### src/rtl/seq_muldiv_if.sv
// Operand/result bundle between the register-file read ports, the control FSM and seq_muldiv.
// The master drives operands and start_L; the slave (the unit) returns status and results.
interface seq_muldiv_if #(
    parameter int WIDTH = 16
);
    logic [WIDTH-1:0] opA;
    logic [WIDTH-1:0] opB;
    logic             opDiv;
    logic             start_L;
    logic             busy;
    logic             done;
    logic [WIDTH-1:0] resHi;
    logic [WIDTH-1:0] resLo;
    logic             divZero;

    modport master (
        output opA, opB, opDiv, start_L,
        input  busy, done, resHi, resLo, divZero
    );

    modport slave (
        input  opA, opB, opDiv, start_L,
        output busy, done, resHi, resLo, divZero
    );
endinterface

### src/rtl/seq_muldiv.sv
// Iterative unsigned multiply (shift-add) / divide (restoring) unit, one result bit per clock.
// The {hi,lo} pair is the working register and doubles as the visible result.
module seq_muldiv #(
    parameter  int WIDTH = 16,
    localparam int CNT_W = $clog2(WIDTH)
) (
    input  logic            clock,
    input  logic            reset_L,
    seq_muldiv_if.slave     bus,
    output logic [1:0]      dbg_state
);
    localparam logic [1:0] IDLE = 2'd0;
    localparam logic [1:0] RUN  = 2'd1;
    localparam logic [1:0] DONE = 2'd2;

    localparam logic [CNT_W-1:0] LAST = CNT_W'(WIDTH - 1);

    logic [1:0]       state_q, state_d;
    logic [CNT_W-1:0] cnt_q, cnt_d;
    logic [WIDTH-1:0] opnd_q, opnd_d;
    logic             div_q, div_d;
    logic [WIDTH-1:0] hi_q, hi_d;
    logic [WIDTH-1:0] lo_q, lo_d;
    logic             dz_q, dz_d;

    logic [WIDTH:0]   mul_sum;
    logic [WIDTH-1:0] rem_low;
    logic [WIDTH-1:0] rem_sub;
    logic             rem_ge;

    // Handshake: start_L is sampled low in IDLE or DONE to accept an operation; busy is
    // high for the whole RUN phase; done is a one-cycle pulse during which results are final.
    always_comb begin
        state_d = state_q;
        cnt_d   = cnt_q;
        opnd_d  = opnd_q;
        div_d   = div_q;
        hi_d    = hi_q;
        lo_d    = lo_q;
        dz_d    = dz_q;

        mul_sum = {1'b0, hi_q} + (lo_q[0] ? {1'b0, opnd_q} : '0);
        // Shifted partial remainder is {hi_q, lo_q msb}; its top bit alone guarantees it exceeds the divisor.
        rem_low = {hi_q[WIDTH-2:0], lo_q[WIDTH-1]};
        rem_ge  = hi_q[WIDTH-1] | (rem_low >= opnd_q);
        rem_sub = rem_low - opnd_q;

        case (state_q)
            IDLE, DONE: begin
                if (!bus.start_L) begin
                    opnd_d = bus.opDiv ? bus.opB : bus.opA;
                    div_d  = bus.opDiv;
                    cnt_d  = '0;
                    dz_d   = 1'b0;
                    if (bus.opDiv && (bus.opB == '0)) begin
                        hi_d    = bus.opA;
                        lo_d    = '1;
                        dz_d    = 1'b1;
                        state_d = DONE;
                    end else begin
                        hi_d    = '0;
                        lo_d    = bus.opDiv ? bus.opA : bus.opB;
                        state_d = RUN;
                    end
                end else if (state_q == DONE) begin
                    state_d = IDLE;
                end
            end
            RUN: begin
                if (div_q) begin
                    hi_d = rem_ge ? rem_sub : rem_low;
                    lo_d = {lo_q[WIDTH-2:0], rem_ge};
                end else begin
                    {hi_d, lo_d} = {mul_sum, lo_q[WIDTH-1:1]};
                end
                cnt_d = cnt_q + CNT_W'(1);
                if (cnt_q == LAST) begin
                    state_d = DONE;
                end
            end
            default: state_d = IDLE;
        endcase
    end

    always_ff @(posedge clock or negedge reset_L) begin
        if (!reset_L) begin
            state_q <= IDLE;
            cnt_q   <= '0;
            opnd_q  <= '0;
            div_q   <= 1'b0;
            hi_q    <= '0;
            lo_q    <= '0;
            dz_q    <= 1'b0;
        end else begin
            state_q <= state_d;
            cnt_q   <= cnt_d;
            opnd_q  <= opnd_d;
            div_q   <= div_d;
            hi_q    <= hi_d;
            lo_q    <= lo_d;
            dz_q    <= dz_d;
        end
    end

    assign bus.busy    = (state_q == RUN);
    assign bus.done    = (state_q == DONE);
    assign bus.resHi   = hi_q;
    assign bus.resLo   = lo_q;
    assign bus.divZero = dz_q;
    assign dbg_state   = state_q;
endmodule

### src/flat_wrapper.sv
// flat-port wrapper written by rule: the top's interface ports become plain ports
module seq_muldiv_flat 
#(
    parameter  int WIDTH = 16,
    localparam int CNT_W = $clog2(WIDTH)
)
  (clock, reset_L, dbg_state, bus_opA, bus_opB, bus_opDiv, bus_start_L, bus_busy, bus_done, bus_resHi, bus_resLo, bus_divZero);
  seq_muldiv_if #(.WIDTH(WIDTH)) bus_i ();
  input  logic clock;
  input  logic reset_L;
  output logic [1:0] dbg_state;
  input wire logic [$bits(bus_i.opA)-1:0] bus_opA;
  input wire logic [$bits(bus_i.opB)-1:0] bus_opB;
  input wire logic [$bits(bus_i.opDiv)-1:0] bus_opDiv;
  input wire logic [$bits(bus_i.start_L)-1:0] bus_start_L;
  output wire logic [$bits(bus_i.busy)-1:0] bus_busy;
  output wire logic [$bits(bus_i.done)-1:0] bus_done;
  output wire logic [$bits(bus_i.resHi)-1:0] bus_resHi;
  output wire logic [$bits(bus_i.resLo)-1:0] bus_resLo;
  output wire logic [$bits(bus_i.divZero)-1:0] bus_divZero;
  assign bus_i.opA = bus_opA;
  assign bus_i.opB = bus_opB;
  assign bus_i.opDiv = bus_opDiv;
  assign bus_i.start_L = bus_start_L;
  assign bus_busy = bus_i.busy;
  assign bus_done = bus_i.done;
  assign bus_resHi = bus_i.resHi;
  assign bus_resLo = bus_i.resLo;
  assign bus_divZero = bus_i.divZero;
  seq_muldiv #(.WIDTH(WIDTH)) u_core (.clock(clock), .reset_L(reset_L), .bus(bus_i), .dbg_state(dbg_state));
endmodule
### config.mk
export PLATFORM = sky130hd
export DESIGN_NAME = seq_muldiv_flat
export DESIGN_NICKNAME = d
export VERILOG_FILES = /design/src/rtl/seq_muldiv_if.sv /design/src/rtl/seq_muldiv.sv /design/src/flat_wrapper.sv
export SDC_FILE = /design/constraint.sdc
export NUM_CORES = 1
export LEC_CHECK = 0
export CORE_ASPECT_RATIO = 1.75
export CORE_MARGIN = 2
export CORE_UTILIZATION = 60
export DETAILED_ROUTE_END_ITERATION = 10
export GPL_TIMING_DRIVEN = 0
export PLACE_DENSITY = 0.91
export SKIP_CTS_REPAIR_TIMING = 1
export SLEW_MARGIN = 20
export SYNTH_ARGS = -nofsm -noshare
export SYNTH_HDL_FRONTEND = slang
export SYNTH_SLANG_ARGS = --single-unit
### constraint.sdc
create_clock -name clock -period 7.4 [get_ports clock]
set_input_delay 2.22 -clock clock [delete_from_list [all_inputs] [get_ports clock]]
set_output_delay 2.22 -clock clock [all_outputs]
set_load 0.05 [all_outputs]
== After elaboration in Yosys (flattened, before gate mapping) ==
Cells that the tools add are included.

* ROM bits: 0
* Bits in latches: 0
* RAM bits: 0
* Memories: 0
* Input bits: 36
* Word-level logic and storage cells: 47
* Bits in registers: 56
* Output and inout bits: 37

* Multipliers: 0
* Multiplexer cells: 20
* Eq/ne operators: 6
* Reductions and logical operators: 8
* Bitwise gates (word level): 2
* Divide/modulo/power cells: 0
* $lt $le $gt $ge: 1
* Shift-type cells: 0
* Add/subtract/negate cells: 3

{| class="wikitable"
|+ Operators with widths
! cell !! number
|-
| 16-bit two-way mux || 10
|-
| 16-bit case mux with 2 select lines || 2
|-
| 16-bit by 17-bit adder with 17-bit output || 1
|-
| 16-bit >= comparator || 1
|-
| 16-bit zero test || 1
|-
| 16-bit subtractor || 1
|-
| 2-bit two-way mux || 4
|-
| 4-bit case mux with 2 select lines || 1
|-
| 2-bit AND reduction || 3
|-
| 4-bit by 1-bit adder with 4-bit output, second input constant || 1
|-
| 4-bit equality test, second input constant || 1
|-
| 4-bit two-way mux || 1
|-
| 2-bit case mux with 2 select lines || 1
|-
| 3-bit inequality test, second input constant || 1
|-
| 2-bit by 1-bit equality test with 1-bit output, second input constant || 1
|-
| 2-bit equality test, second input constant || 1
|-
| 2-bit zero test || 1
|-
| 2-bit by 1-bit inequality test with 1-bit output, second input constant || 1
|-
| 2-bit inequality test, second input constant || 1
|-
| 2-bit nonzero test || 1
|-
| 2-bit OR reduction || 1
|-
| 1-bit logical AND || 1
|-
| 1-bit two-way mux || 1
|-
| 1-bit NOT || 1
|-
| 1-bit bitwise OR || 1
|}

== Logic depth before layout (Yosys ltp) ==
* Depth after elaboration: 5
* Depth in mapped cells: 11
* Depth with buffers taken out: 10

== Least setup slack after synthesis ==
Ideal clock, no wire load.

* Kind: reg2out
* Start point: register u_core.state_q[0] (netlist: u_core.dbg_state[0])
* End point: output bus_busy
* Path buffers: 1
* Cell stages (with the launch flop): 4
* Arrival: 1.622 ns
* Slack: 3.558 ns
* Cells stage by stage: dfrtp_1 -> nand2b_1 -> inv_2 -> clkbuf_1

* Word-level cells in the longest chain between the ends: 1

{| class="wikitable"
|+ RTL lines
! element !! line !! RTL
|-
| from (decl) || seq_muldiv.sv:18 || <nowiki>logic [1:0] state_q, state_d;</nowiki>
|-
| from (signal assigned) || seq_muldiv.sv:95 || <nowiki>state_q <= state_d;</nowiki>
|-
| 2-bit by 1-bit equality test with 1-bit output || seq_muldiv.sv:105 || <nowiki>assign bus.busy = (state_q == RUN);</nowiki>
|-
| to (decl) || flat_wrapper.sv:16 || <nowiki>output wire logic [$bits(bus_i.busy)-1:0] bus_busy;</nowiki>
|}

Every way passes these cells.

== Final worst setup path ==
* Start point: register u_core.state_q[1] (netlist: u_core.dbg_state[1])
* End point: output bus_busy

The elaborated chain is that of the path after synthesis.

==> reports/results.tsv <==
metric	value	unit
worst_pin_slew	766	ps
crit_arrival	2430	ps
vias	4892	
cp-end-kind	output pin	
ys_seq_area_share	29.6	%
drc	0	
setup_tns	0	ps
path_max_fanout	10	
dp_hpwl	12600	microns
dpl_cell_area	5560	sq um
first_pass_iters	7	
synth.distinct_cells	62	
setup_slack	2750	ps
wl_per_cell	22.8	microns
path_class	flop to output pin	
min_period_over_period	62.8	%
hold_viol_final	0	
finClkSkew	10.6	ps
fillers	591	
cts_buffer_depth	2	
syn_area	4740	sq um
final_antenna_net_count	0	
cts_tree	yes	
rsz0062_at_grt	no	
root_buffer	clkbuf_16	
hold_class	flop to flop	
ys_ff_latch	56	
ctsHtreeMaxLevel	2	
drive_above_1_share	4.75	%
synth_edf_count	0	
setup_viol	0	
netlist_instances	552	
clock_sinks	56	
grt_pass1_wl	25400	microns
initial_core_util	62.2	%
nNetsFinal	701	
syn_area_per_cell	8.58	sq um
groute.usage.overall	38.3	%
fmax	215	MHz
synthTopCellsByArea	dfrtp_1, ha_1, mux2i_1, o21ai_0, a21oi_1	
die_area	8650	sq um
status	finished clean	
final_common_cell	clkdlybuf4s50_1	
start_kind	flop	
slowest_delay	900	ps
cts_buffers	5	
die_w	71.2	microns
synthFlopType	dfrtp_1	
synthToLayoutAreaGrowth	21.0	%
synth_top_area_share	29.6	%
yosysTopAreaCell	dfrtp_1	
cts.clk_slew.worst_paths	80	ps
max_cap_violations	0	
antenna_found_initial	0	
routed_via_density	6.80	
required	5180	ps
crit_buf_inv	3	
synth_nets	623	
rows	42	
floorplan.die.height	122	microns
final_max_slew_viol_count	0	
overflow	0	
diodes	0	
grt_max_degree	57	
pre_cts_slack	2690	ps
fin_area	5730	sq um
drtIter0Drc	538	
port-buffer-count	71	
path_cells	nand2b_1 -> inv_2 -> clkbuf_1 -> clkdlybuf4s50_1	
grt_pass1_vias	4873	
period_minus_slack	4650	ps
slew_headroom	48.9	%
core_area	7620	sq um
synthArstFlopShare	100	%
cp_top_family	buffers and inverters	
final_cell_mix	clkdlybuf4s50_1, dfrtp_1, o21ai_0	
routed_wl	16400	microns
crit_path_top_delay_cell	clkdlybuf4s50_1	
place.gp.congestion	0.991	
clk_latency	310	ps
ys_warn_count	0	
pin_count	73	
state kept, by name (all words and copies together), names as in the netlist:
register and flops:
u_core.dbg_state 2, u_core.bus.resLo 16, u_core.bus.resHi 16, u_core.opnd_q 16, u_core.div_q 1, u_core.cnt_q 4
u_core.bus.divZero 1
layer usage:
layer  global-route usage (%)  vias to the layer above  part of all wire (%)
met2                     65.7                      270                    51
met4                     28.1                        0                   7.8
met5                        0                        -                     0
li1                         -                     2226                     -
met1                     42.2                     2321                    35
met3                     5.62                       75                   6.4
kinds of logic (layout without fill, tap and decap cells):
kind of cell             after synthesis  after routing  share of synthesized area (%)
AND/OR/NAND/NOR                      144            144                           14.6
XOR/XNOR                              22             22                           4.07
adder cells (fa/ha/maj)               35             35                           9.56
AO/OA/AOI/OAI                        196            196                           28.5
buffers and inverters                 59            138                           4.97
flip-flops                            56             56                           29.6
multiplexers                          40             40                           8.66
worst register-to-register path, stage by stage, from the launching register on:
cell	delay, ps
dfrtp_1	510
clkbuf_1	320
and2_1	230
ha_1	220
fa_1	440
a211oi_1	240
o21bai_1	170
a31o_2	310
a221oi_4	340
o21ai_0	150
a211oi_1	250
o21ai_0	120
synth_stat cells (all sizes together) (12+ instances only):
master  count
o21ai      51
nand2      46
dfrtp      56
clkbuf     19
a21oi      40
o22ai      18
mux2i      35
inv        32
a211oi     15
nor2       32
and2       18
ha         33
nor3       12
worst paths after layout:
kind,from,end,slack (ps),cells after the start
worst max-delay path,u_core.dbg_state[1]$_DFFE_PN0P_,bus_busy,2750,4
worst min-delay path,u_core.bus.divZero$_DFFE_PN0P_,u_core.bus.divZero$_DFFE_PN0P_,490,1
worst max register to register,u_core.bus.resLo[0]$_DFFE_PN0P_,u_core.bus.resHi[13]$_DFFE_PN0P_,3960,11
worst min register to register,u_core.bus.divZero$_DFFE_PN0P_,u_core.bus.divZero$_DFFE_PN0P_,490,1
max in group asynchronous,reset_L,u_core.bus.resLo[1]$_DFFE_PN0P_,4930,1
min in group asynchronous,reset_L,u_core.bus.resLo[11]$_DFFE_PN0P_,1960,1
cell type report:
class | count | area, sq um | share of cell area (%)
clock buffers | 5 | 125 | 2.18
inverters | 32 | 120 | 2.10
plain buffers | 27 | 115 | 2.01
multi-input cells | 437 | 3110 | 54.2
flip-flops and latches | 56 | 1400 | 24.4
repair buffers | 71 | 708 | 12.4
clock inverters | 3 | 47.5 | 0.829
well taps | 88 | 110 | 1.92
through the flow:
step           std cells  hold slack (ps)  util (%)
2_1_floorplan        552              450         -
3_3_place_gp         711              462      72.9
3_5_place_dp         711              480      73.0
4_1_cts              719              497      75.2
5_1_grt              719              510      75.2
6_report             719              489      75.2
Power is left out: the tool's default activity adds up to more than one toggle a clock period on the data nets, which glitch-free logic cannot reach.
